`config.mk`:
```
export PLATFORM = sky130hd
export DESIGN_NAME = cmp_threshold_monitor
export DESIGN_NICKNAME = d
export VERILOG_FILES = /design/src/rtl/cmp_threshold_monitor.sv
export SDC_FILE = /design/constraint.sdc
export NUM_CORES = 1
export LEC_CHECK = 0
export CAP_MARGIN = 20
export CORE_UTILIZATION = 32
export DETAILED_ROUTE_END_ITERATION = 6
export PLACE_DENSITY = 0.6
export RECOVER_POWER = 100
export SETUP_SLACK_MARGIN = 0.2
export SLEW_MARGIN = 10
export SYNTH_ARGS = -nofsm -noshare
export SYNTH_HDL_FRONTEND = slang
export SYNTH_SLANG_ARGS = --single-unit
export TNS_END_PERCENT = 50
```
`constraint.sdc`:
```
create_clock -name clk -period 2.15 [get_ports clk]
set_input_delay 0.43 -clock clk [delete_from_list [all_inputs] [get_ports clk]]
set_output_delay 0.43 -clock clk [all_outputs]
set_load 0.02 [all_outputs]
```
`src/rtl/cmp_threshold_monitor.sv`:
```
// Hysteresis qualifier for a one-hot gt/lt/eq comparator result: debounced alarm
// with rise/fall pulses, saturating per-outcome counters and a sticky malformed-flag error.
module cmp_threshold_monitor #(
    parameter int unsigned TRIP_COUNT  = 3,
    parameter int unsigned CLEAR_COUNT = 2,
    parameter int unsigned CNT_W       = 8
) (
    input  logic             clk,
    input  logic             rst_n,
    input  logic             clr,
    input  logic             in_valid,
    input  logic             gt,
    input  logic             lt,
    input  logic             eq,
    output logic             alarm,
    output logic             trip_pulse,
    output logic             clear_pulse,
    output logic [CNT_W-1:0] gt_cnt,
    output logic [CNT_W-1:0] lt_cnt,
    output logic [CNT_W-1:0] eq_cnt,
    output logic             flag_err
);

    typedef enum logic [1:0] {
        ST_NORMAL   = 2'd0,
        ST_ARMING   = 2'd1,
        ST_TRIPPED  = 2'd2,
        ST_CLEARING = 2'd3
    } state_t;

    localparam logic [7:0]       TRIP_RUN  = 8'(TRIP_COUNT);
    localparam logic [7:0]       CLEAR_RUN = 8'(CLEAR_COUNT);
    localparam logic [CNT_W-1:0] CNT_ONE   = CNT_W'(1);
    localparam logic [CNT_W-1:0] CNT_MAX   = '1;

    state_t     state_q, state_d;
    logic [7:0] run_q, run_d, run_inc;
    logic       alarm_q, alarm_d;
    logic       trip_q, trip_d;
    logic       clear_q, clear_d;
    logic       err_q, err_d;
    logic       one_hot, accepted;
    logic [2:0] hit;
    logic [CNT_W-1:0] cnt_out [3];

    always_comb begin
        one_hot  = ({gt, lt, eq} inside {3'b100, 3'b010, 3'b001});
        accepted = in_valid && one_hot;
        hit      = {eq, lt, gt} & {3{accepted && !clr}};
        run_inc  = run_q + 8'd1;

        state_d = state_q;
        run_d   = run_q;
        err_d   = err_q;

        if (clr) begin
            state_d = ST_NORMAL;
            run_d   = 8'd0;
            err_d   = 1'b0;
        end else if (in_valid && !one_hot) begin
            err_d = 1'b1;
        end else if (accepted) begin
            unique case (state_q)
                ST_NORMAL: begin
                    if (gt) begin
                        run_d   = 8'd1;
                        state_d = (TRIP_COUNT == 1) ? ST_TRIPPED : ST_ARMING;
                    end else begin
                        run_d = 8'd0;
                    end
                end
                ST_ARMING: begin
                    if (gt) begin
                        run_d = run_inc;
                        if (run_inc == TRIP_RUN) state_d = ST_TRIPPED;
                    end else if (lt) begin
                        run_d   = 8'd0;
                        state_d = ST_NORMAL;
                    end
                end
                ST_TRIPPED: begin
                    if (lt) begin
                        run_d   = 8'd1;
                        state_d = (CLEAR_COUNT == 1) ? ST_NORMAL : ST_CLEARING;
                    end else begin
                        run_d = 8'd0;
                    end
                end
                ST_CLEARING: begin
                    if (lt) begin
                        run_d = run_inc;
                        if (run_inc == CLEAR_RUN) state_d = ST_NORMAL;
                    end else if (gt) begin
                        run_d   = 8'd0;
                        state_d = ST_TRIPPED;
                    end
                end
                default: begin
                    state_d = ST_NORMAL;
                    run_d   = 8'd0;
                end
            endcase
        end

        // CLEARING->TRIPPED is excluded: the alarm never dropped, so no rise to report.
        alarm_d = (state_d == ST_TRIPPED) || (state_d == ST_CLEARING);
        trip_d  = !clr && (state_d == ST_TRIPPED) &&
                  ((state_q == ST_NORMAL) || (state_q == ST_ARMING));
        clear_d = !clr && (state_d == ST_NORMAL) &&
                  ((state_q == ST_TRIPPED) || (state_q == ST_CLEARING));
    end

    always_ff @(posedge clk or negedge rst_n) begin
        if (!rst_n) begin
            state_q <= ST_NORMAL;
            run_q   <= 8'd0;
            alarm_q <= 1'b0;
            trip_q  <= 1'b0;
            clear_q <= 1'b0;
            err_q   <= 1'b0;
        end else begin
            state_q <= state_d;
            run_q   <= run_d;
            alarm_q <= alarm_d;
            trip_q  <= trip_d;
            clear_q <= clear_d;
            err_q   <= err_d;
        end
    end

    // Counter index: 0 = gt, 1 = lt, 2 = eq.
    generate
        for (genvar gi = 0; gi < 3; gi++) begin : g_cnt
            logic [CNT_W-1:0] cnt_q, cnt_d;

            always_comb begin
                cnt_d = cnt_q;
                if (clr) begin
                    cnt_d = '0;
                end else if (hit[gi] && (cnt_q != CNT_MAX)) begin
                    cnt_d = cnt_q + CNT_ONE;
                end
            end

            always_ff @(posedge clk or negedge rst_n) begin
                if (!rst_n) begin
                    cnt_q <= '0;
                end else begin
                    cnt_q <= cnt_d;
                end
            end

            assign cnt_out[gi] = cnt_q;
        end
    endgenerate

    assign alarm       = alarm_q;
    assign trip_pulse  = trip_q;
    assign clear_pulse = clear_q;
    assign flag_err    = err_q;
    assign gt_cnt      = cnt_out[0];
    assign lt_cnt      = cnt_out[1];
    assign eq_cnt      = cnt_out[2];

endmodule

```
# Word-level counts from Yosys, hierarchy flattened
# Index checks and enable logic that the tools add are counted.
word_totals:
  reg_bits: 38
  output_inout_bits: 28
classes:
  reduce_logical: 24
  bitwise_logic: 1
  n_addsub: 4
  muxes: 30
  eq_ne: 16
op_table:
  columns: ["op", "count"]
  rows:
  - ["$mux 8", 13]
  - ["$add 8x1->8 const B", 4]
  - ["$pmux 8 s4", 1]
  - ["$ne 8x8->1 const B", 3]
  - ["$mux 2", 11]
  - ["$eq 8x2->1 const B", 2]
  - ["$logic_and 1x1->1", 10]
  - ["$reduce_bool 2->1", 5]
  - ["$eq 2x2->1 const B", 4]
  - ["$ne 4x4->1 const B", 2]
  - ["$pmux 2 s4", 1]
  - ["$logic_not 2->1", 2]
  - ["$mux 1", 4]
  - ["$reduce_and 4->1", 1]
  - ["$and 3x3->3", 1]
  - ["$eq 3x1->1 const B", 1]
  - ["$eq 3x2->1 const B", 1]
  - ["$eq 3x3->1 const B", 1]
  - ["$logic_or 1x1->1", 3]
  - ["$reduce_bool 3->1", 1]
  - ["$eq 2x1->1 const B", 1]
  - ["$logic_not 1->1", 2]
  - ["$ne 2x2->1 const B", 1]

# Depth between registers and ports, before layout
# Gate-level depths: netlist of run 1.
logic_depth:
  ltp_word: 11
  depth_mapped: 7
  depth_no_buf: 6

# Worst setup path before layout of run 1
# OpenSTA, ideal clock, no wires.
synth_timing:
  path_kind: "register to register"
  start: "reg run_q[0]"
  end: "reg state_q[0]"
  period_less_slack_ps: 2027
  setup_time_ps: 135
  path_stages_with_launch: 6
  arrival_ps: 1893
  slack_ps: 123
  path_cell_list: "dfrtp_1 > ha_1 > or3_1 > a221o_1 > nor4b_4 > o32ai_1"
synth_between:
  elab_chain_cells: 8
  elab_cells_between_ends: 11
synth_lines:
  columns: ["element", "line_no", "rtl"]
  rows:
  - ["start: declaration", "37", "logic [7:0] run_q, run_d, run_inc;"]
  - ["start signal: assignment", "123", "run_q <= run_d;"]
  - ["$add 8x1->8 *", "50", "run_inc = run_q + 8'd1;"]
  - ["$eq 8x2->1, on equally long branches", "92, 75", null]
  - ["$mux 2, on equally long branches", "92, 75", null]
  - ["$mux 2, on equally long branches", "90, 73", null]
  - ["$pmux 2 s4 *", "63", "unique case (state_q)"]
  - ["$mux 2 *", "62", "end else if (accepted) begin"]
  - ["$mux 2 *", "60", "end else if (in_valid && !one_hot) begin"]
  - ["$mux 2 *", "56", "if (clr) begin"]
  - ["named net state_d[0]", "36", "state_t state_q, state_d;"]
  - ["end signal: assignment", "122", "state_q <= state_d;"]
  - ["end: declaration", "36", null]
# The timed path passes the listed nets; every way through them passes the cells marked *.
# A chain may end at the register's enable or synchronous reset.

# Final worst setup path of run 1
layout_timing:
  start: "in in_valid"
  end: "reg g_cnt[0].cnt_q[7] (netlist: gt_cnt[7])"
layout_between:
  elab_chain_cells: 5
layout_lines:
  columns: ["element", "line_no", "rtl"]
  rows:
  - ["start: declaration", "11", "input logic in_valid,"]
  - ["$logic_and 1x1->1", "48", "accepted = in_valid && one_hot;"]
  - ["$logic_and 1x1->1", "49", "hit = {eq, lt, gt} & {3{accepted && !clr}};"]
  - ["$and 3x3->3", "49", null]
  - ["$logic_and 1x1->1", "140", "end else if (hit[gi] && (cnt_q != CNT_MAX)) begin"]
  - ["$reduce_bool 2->1 (no line)", null, null]
  - ["end signal: assignment", "149", "cnt_q <= cnt_d;"]
  - ["end: declaration", "134", "logic [CNT_W-1:0] cnt_q, cnt_d;"]
# Every way passes these cells.

==> metrics, run 1 <==
vias after detailed routing=1967; Int Pwr=between 1 and 1.5 mW; simple-gate share of the synthesized area=28.0%; Post-Syn Area per Cell=9.01 um^2; commonest non-fill, non-tap cell in the layout=dfrtp_1; pre-CTS setup slack=-0.111 ns; top cells by area, synth=dfrtp_1, xnor2_1, nor2_1, nand3_1, o21ai_0; prevailing post-synth register cell=dfrtp_1; Detailed Routing Iterations Pass 1=4; logic gate share of total power=9.1%; CP arrival=2.14 ns; sequential fraction of the synthesis area=43.1%; worst vdd ir=244 uV; failing checks=max-capacitance violations, max-slew violations; reg2reg path depth=5; Rel. slew slack=-4.99%; r2r setup slk=around 0.20 ns; P_leak=between 1 and 1.5 nW; Final Max Tran Viols=29; Clk network pwr share=a little under half; antenna cells=0; met2 WL=2490 um; r2r startpoint=run_q[5]$_DFFE_PN0P_; CTS Buf Count=5; WL met3=194 um; RD Place Congestion=around 0.76; Crit Path Max Fanout=10; CP Buf/Inv Count=2; Mapped Area=0.00221 mm^2; Req. time, crit path=2.33 ns; Slew @ Worst Pin=1.57 ns; most frequent cells in the layout=dfrtp_1, nor2_1, dlygate4sd3_1, buf_4, nand2_1; vias in the first global route=1826; final hold violations=0; worst skew pair latency=0.29 ns; total gr overflow=0; Area Growth Syn to Fin=36.2%; DRC=0; clock slew at reported path FFs=0.08 ns; drt via density=5.15; clock skew=0.00762 ns; Post-Synth Adder-Cell Area=3.40%; status=finished with violations; Die H=85.1 um; Worst path slowest cell=dlygate4sd3_1; setup slack after layout=0.194 ns; Pwr Density=541 mW/mm^2; CTS tree=built; num ports=35; Initial Util=34.0%; Crit Path Class=input port to register; Syn Nets=258; complex-gate fraction of the synthesized area=12.2%; Die ar.=around 0.0072 mm^2; Yosys top cell area share=43.1%; number of buffers added on ports=34; antenna violations before repair=0; Top Metal Used=met4; WL/cell=14.1 um; largest net degree at the start of global routing=29; DR iter-0 viols=a little under 60; # nets final=317; CTS H-tree depth=2; Final Critical Period=1.96 ns; fin area=0.00301 mm^2; Core Area=roughly 0.0065 mm^2; worst r2r dst=state_q[0]$_DFF_PN0_; max_cap viols=1; first-pass GRT wire length=just under 9000 um; Yosys reg bits=38; Rows=29; Total Wirelength=roughly 5400 um; hold crit path type=input port to asynchronous set/reset pin; CTS root buf=clkbuf_8; sw power=0.379 mW; area leader, netlist=dfrtp_1; Metal-1 WL=2630 um; Sw Share=23.3%; crit-path cells=dlygate4sd3_1 -> nor2b_1 -> o211ai_1 -> buf_4 -> nor4b_1 -> xnor2_1 -> nor2_1; dpl cells=366; Post-synth EDFFs=0; Unique masters post-synth=43; RSZ-0062 raised after global routing=true; Hold Slack=0.518 ns; async set-reset flop share out of synthesis=100%; fmax=511 MHz; CP Capture Type=register; Post-DRT Antenna Nets=0; YS warnings=0; die width=85.1 um; CP peak stage delay=0.58 ns; xor and xnor fraction of the mapped netlist area=7.54%; dpl cell area=0.00276 mm^2; Total Routing Usage GR=15.4%; layout cells sized above 1=18.4%; Longest Clk Path Bufs=2; Period Utilization, post-route=about nine tenths; Post-Layout Cell Count=about 380; multiplexer share of the synthesized area=2.44%; crit path launch type=input port; HPWL after DPL=about 3700 um; Sink Count=38; Top Family by Delay on Critical Path=buffers and inverters; Final setup viols=0; largest family of logic cells by synthesized area=simple AND/OR/NAND/NOR gates; Sequential Power Share=between 40% and 50%; Cells after Synth=about 250
==> worst max path at each step <==
stage,start,to,slack (ns),cells past startpoint
final,in_valid,gt_cnt[7]$_DFFE_PN0P_,0.19,7
after global routing,run_q[5]$_DFFE_PN0P_,state_q[1]$_DFF_PN0_,0.07,5
after CTS,lt,gt_cnt[7]$_DFFE_PN0P_,0.19,7
after detailed placement,lt,gt_cnt[7]$_DFFE_PN0P_,-0.11,7
after global placement,lt,lt_cnt[5]$_DFFE_PN0P_,-0.1,8
after floorplan,run_q[0]$_DFFE_PN0P_,state_q[0]$_DFF_PN0_,0.22,5
==> synth_stat cells (all sizes together), types with 3 or more instances <==
master	n
dfrtp	38
nand4	4
nand2	19
and3	5
ha	6
o21ai	17
nand3	18
o31ai	7
a21oi	6
mux2	3
xnor2	18
nor2	29
nor3	13
inv	5
nor4b	3
clkbuf	9
buf	4
nor2b	11
nor4	3
==> power groups by stage <==
stage	sequential [mW]	combinational [mW]	clock, mW
after global routing	0.734	0.168	0.795
final	0.732	0.149	0.747
after global placement	0.746	0.149	0
after floorplan	0.750	0.0625	0
after CTS	0.732	0.152	0.769
after detailed placement	0.746	0.151	0
==> registers in the layout, summed over array words and instances (netlist names) <==
name / cells
clear_pulse: 1
alarm: 1
state_q: 2
run_q: 8
gt_cnt: 8
eq_cnt: 8
lt_cnt: 8
trip_pulse: 1
flag_err: 1
==> through the flow <==
step / utilization (%) / TNS, ns / power (mW)
detailed placement: 42.5 / -1.25 / 0.897
CTS: 44.7 / 0 / 1.65
floorplan: - / 0 / 0.813
global route: 46.3 / 0 / 1.70
finish: 46.3 / 0 / 1.63
global placement: 42.5 / -0.843 / 0.895
==> final cells by class <==
class	instances	area [um^2]
multi-input cells	189	1240
clock inverters	3	68.8
flip-flops and latches	38	955
inverters	5	18.8
fillers	646	3490
repair buffers	65	564
well taps	77	96.3
clock buffers	5	68.8
==> logic make-up (layout without fill, tap and decap cells) <==
group                    count (synthesis)  in the layout
multiplexers                             5              5
AND/OR/NAND/NOR                        117            117
AO/OA/AOI/OAI                           42             42
adder cells (fa/ha/maj)                  6              6
flip-flops                              38             38
buffers and inverters                   18             78
XOR/XNOR                                19             19
==> timing repair <==
action | CTS | global route
resized for setup | 0 | 21
buffers inserted | 0 | 8
hold buffers | 0 | 0
hold endpoints to repair | 0 | 0
pin swaps | 1 | 6
endpoints found under the setup margin | 3 | 26
==> worst reg2reg max path: stages, from the launching register on <==
cell     delay (ns)
dfrtp_1        0.50
nand4_1        0.15
or2_4          0.28
a221o_1        0.38
nor4b_2        0.39
o32ai_1        0.12
==> metal layers <==
layer	GRT usage, %	up-vias
li1	-	986
met1	21.3	945
met2	24.0	30
met3	3.40	6
met4	4.62	0
met5	0	-
Note: power is estimated with default switching activity, not from simulation.
==> run 2: changes to the inputs <==
Settings changed: GPL_ROUTABILITY_DRIVEN from default to 0, HOLD_SLACK_MARGIN from default to 0.12.
==> results of run 2 <==
The final DEF is identical to that of run 1; final timing and power are the same.
==> run 3: changes to the inputs <==
Settings changed: CELL_PAD_IN_SITES_DETAIL_PLACEMENT from default to 0, CELL_PAD_IN_SITES_GLOBAL_PLACEMENT from default to 2, CORE_UTILIZATION 32 to 29, PLACE_DENSITY 0.6 to 0.81.
==> metrics, run 3 (synthesized netlist as in run 1, its figures left out) <==
Final setup viols=0; Rel. slew slack=a little over two fifths; Pwr Density=roughly 500 mW/mm^2; number of buffers added on ports=34; largest net degree at the start of global routing=27; CP arrival=2.15 ns; CTS root buf=clkbuf_8; Worst Setup EP=state_q[0]$_DFF_PN0_; DRC=0; total gr overflow=0; setup slack after layout=0.187 ns; clock slew at reported path FFs=around 0.08 ns; fmax=509 MHz; pre-CTS setup slack=-0.183 ns; drt via density=4.78; r2r setup slk=0.21 ns; # nets final=310; CTS tree=built; Initial Util=30.3%; first-pass GRT wire length=8720 um; die width=roughly 89 um; Hold Slack=0.523 ns; r2r startpoint=run_q[1]$_DFFE_PN0P_; RSZ-0062 raised after global routing=true; Tot Pwr=1.49 mW; num ports=35; CTS Buf Count=5; worst r2r dst=clear_pulse$_DFF_PN0_; vias after detailed routing=1899; DR iter-0 viols=116; Rows=31; CP Launch Point=eq; commonest non-fill, non-tap cell in the layout=dfrtp_1; crit-path cells=dlygate4sd3_1 -> o21ai_1 -> o211ai_1 -> buf_12 -> or4b_1 -> o32ai_1; dpl cells=382; Sink Count=38; vias in the first global route=~1.8k; Core Area=0.00729 mm^2; CTS H-tree depth=2; Final Critical Period=roughly 2 ns; Area Growth Syn to Fin=33.8%; Period Utilization, post-route=91.3%; post-layout util=40.5%; Crit Path Class=input port to register; antenna violations before repair=0; Post-Layout Cell Count=397; Longest Clk Path Bufs=2; Final Max Tran Viols=0; Worst path slowest cell=dlygate4sd3_1; worst vdd ir=199 uV; hold crit path type=register to register; layout cells sized above 1=16.1%; Die H=89.3 um; reg2reg path depth=6; Req. time, crit path=2.34 ns; HPWL after DPL=3690 um; fill count=766; final hold violations=0; Slew @ Worst Pin=approximately 0.87 ns; CP peak stage delay=0.62 ns; Total Routing Usage GR=between 10 and 15%; Detailed Routing Iterations Pass 1=5; Total Wirelength=~5200 um; CP Capture Type=register; antenna cells=0; Die ar.=~0.008 mm^2; Crit Path Max Fanout=20; P_leak=between 1 and 1.5 nW; clock skew=0.0111 ns; status=completed; max_cap viols=0; crit path launch type=input port; WL/cell=13.1 um; worst skew pair latency=about 0.29 ns; most frequent cells in the layout=dfrtp_1, dlygate4sd3_1, nor2_1, nand2_1, xnor2_1; Post-DRT Antenna Nets=0
[run 3: cell types whose count changed in the layout (fill, tap and decap cells not counted), sizes merged]
cell | previous run | this run
dlymetal6s2s | 3 | 2
dlygate4sd3 | 29 | 31
bufinv | 2 | 1
clkbuf | 14 | 9
buf | 23 | 20
clkinv | 1 | 2
[run 3: cell type report]
| class | count | area [um^2] | area share (%) |
|---|---|---|---|
| tap | 99 | 124 | 4.19 |
| inverter | 5 | 18.8 | 0.635 |
| clock inverter | 3 | 40.0 | 1.36 |
| clock buffer | 5 | 68.8 | 2.33 |
| sequential | 38 | 956 | 32.4 |
| timing repair buffer | 58 | 537 | 18.2 |
| multi-input combinational | 189 | 1210 | 41.0 |
[run 3: how the worst min path moves through the flow]
stage / startpoint / cells past startpoint / endpoint / slack, ns
after floorplan: rst_n / 0 / alarm$_DFF_PN0_ / 0.13
after global placement: rst_n / 1 / gt_cnt[4]$_DFFE_PN0P_ / 0.37
after detailed placement: rst_n / 1 / gt_cnt[4]$_DFFE_PN0P_ / 0.37
after CTS: run_q[7]$_DFFE_PN0P_ / 1 / run_q[7]$_DFFE_PN0P_ / 0.52
after global routing: run_q[7]$_DFFE_PN0P_ / 1 / run_q[7]$_DFFE_PN0P_ / 0.56
final: run_q[7]$_DFFE_PN0P_ / 1 / run_q[7]$_DFFE_PN0P_ / 0.52
[run 3: routing by layer]
| layer | vias up | global-route usage (%) | wire (um) | part of all wire (%) |
|---|---|---|---|---|
| li1 | 973 | - | - | - |
| met1 | 884 | 20.3 | 2570 | 49 |
| met2 | 36 | 22.1 | 2390 | 46 |
| met3 | 6 | 2.59 | 170 | 3.3 |
| met4 | 0 | 3.90 | 66 | 1.3 |
| met5 | - | 0 | 0 | 0 |
[run 3: power by group]
group | switching [mW] | internal [mW] | total, mW
Clock | 0.264 | 0.342 | 0.606
Combinational | 0.0871 | 0.0643 | 0.151
Sequential | 0.00982 | 0.722 | 0.732
[run 3: through the flow]
step,cell area (um^2),setup TNS (ns)
final,2950,0
after floorplan,2210,0
after global placement,2760,-0.655
after CTS,2880,0
after global routing,2950,0
after detailed placement,2760,-1.68
[run 3: worst max-delay path, delay by kind of cell]
family	cells	cell delay (ns)
buffers and inverters	2	0.81
AND/OR/NAND/NOR	1	0.46
AO/OA/AOI/OAI	3	0.45
[run 3: timing repair]
action                                  in CTS  in global routing
gates resized for setup                      1                 15
hold buffers                                 1                  0
setup buffers                                0                  6
gates cloned                                 0                  0
endpoints found under the hold margin       13                  0
pin swaps                                    1                  7
endpoints found under the setup margin       6                 18
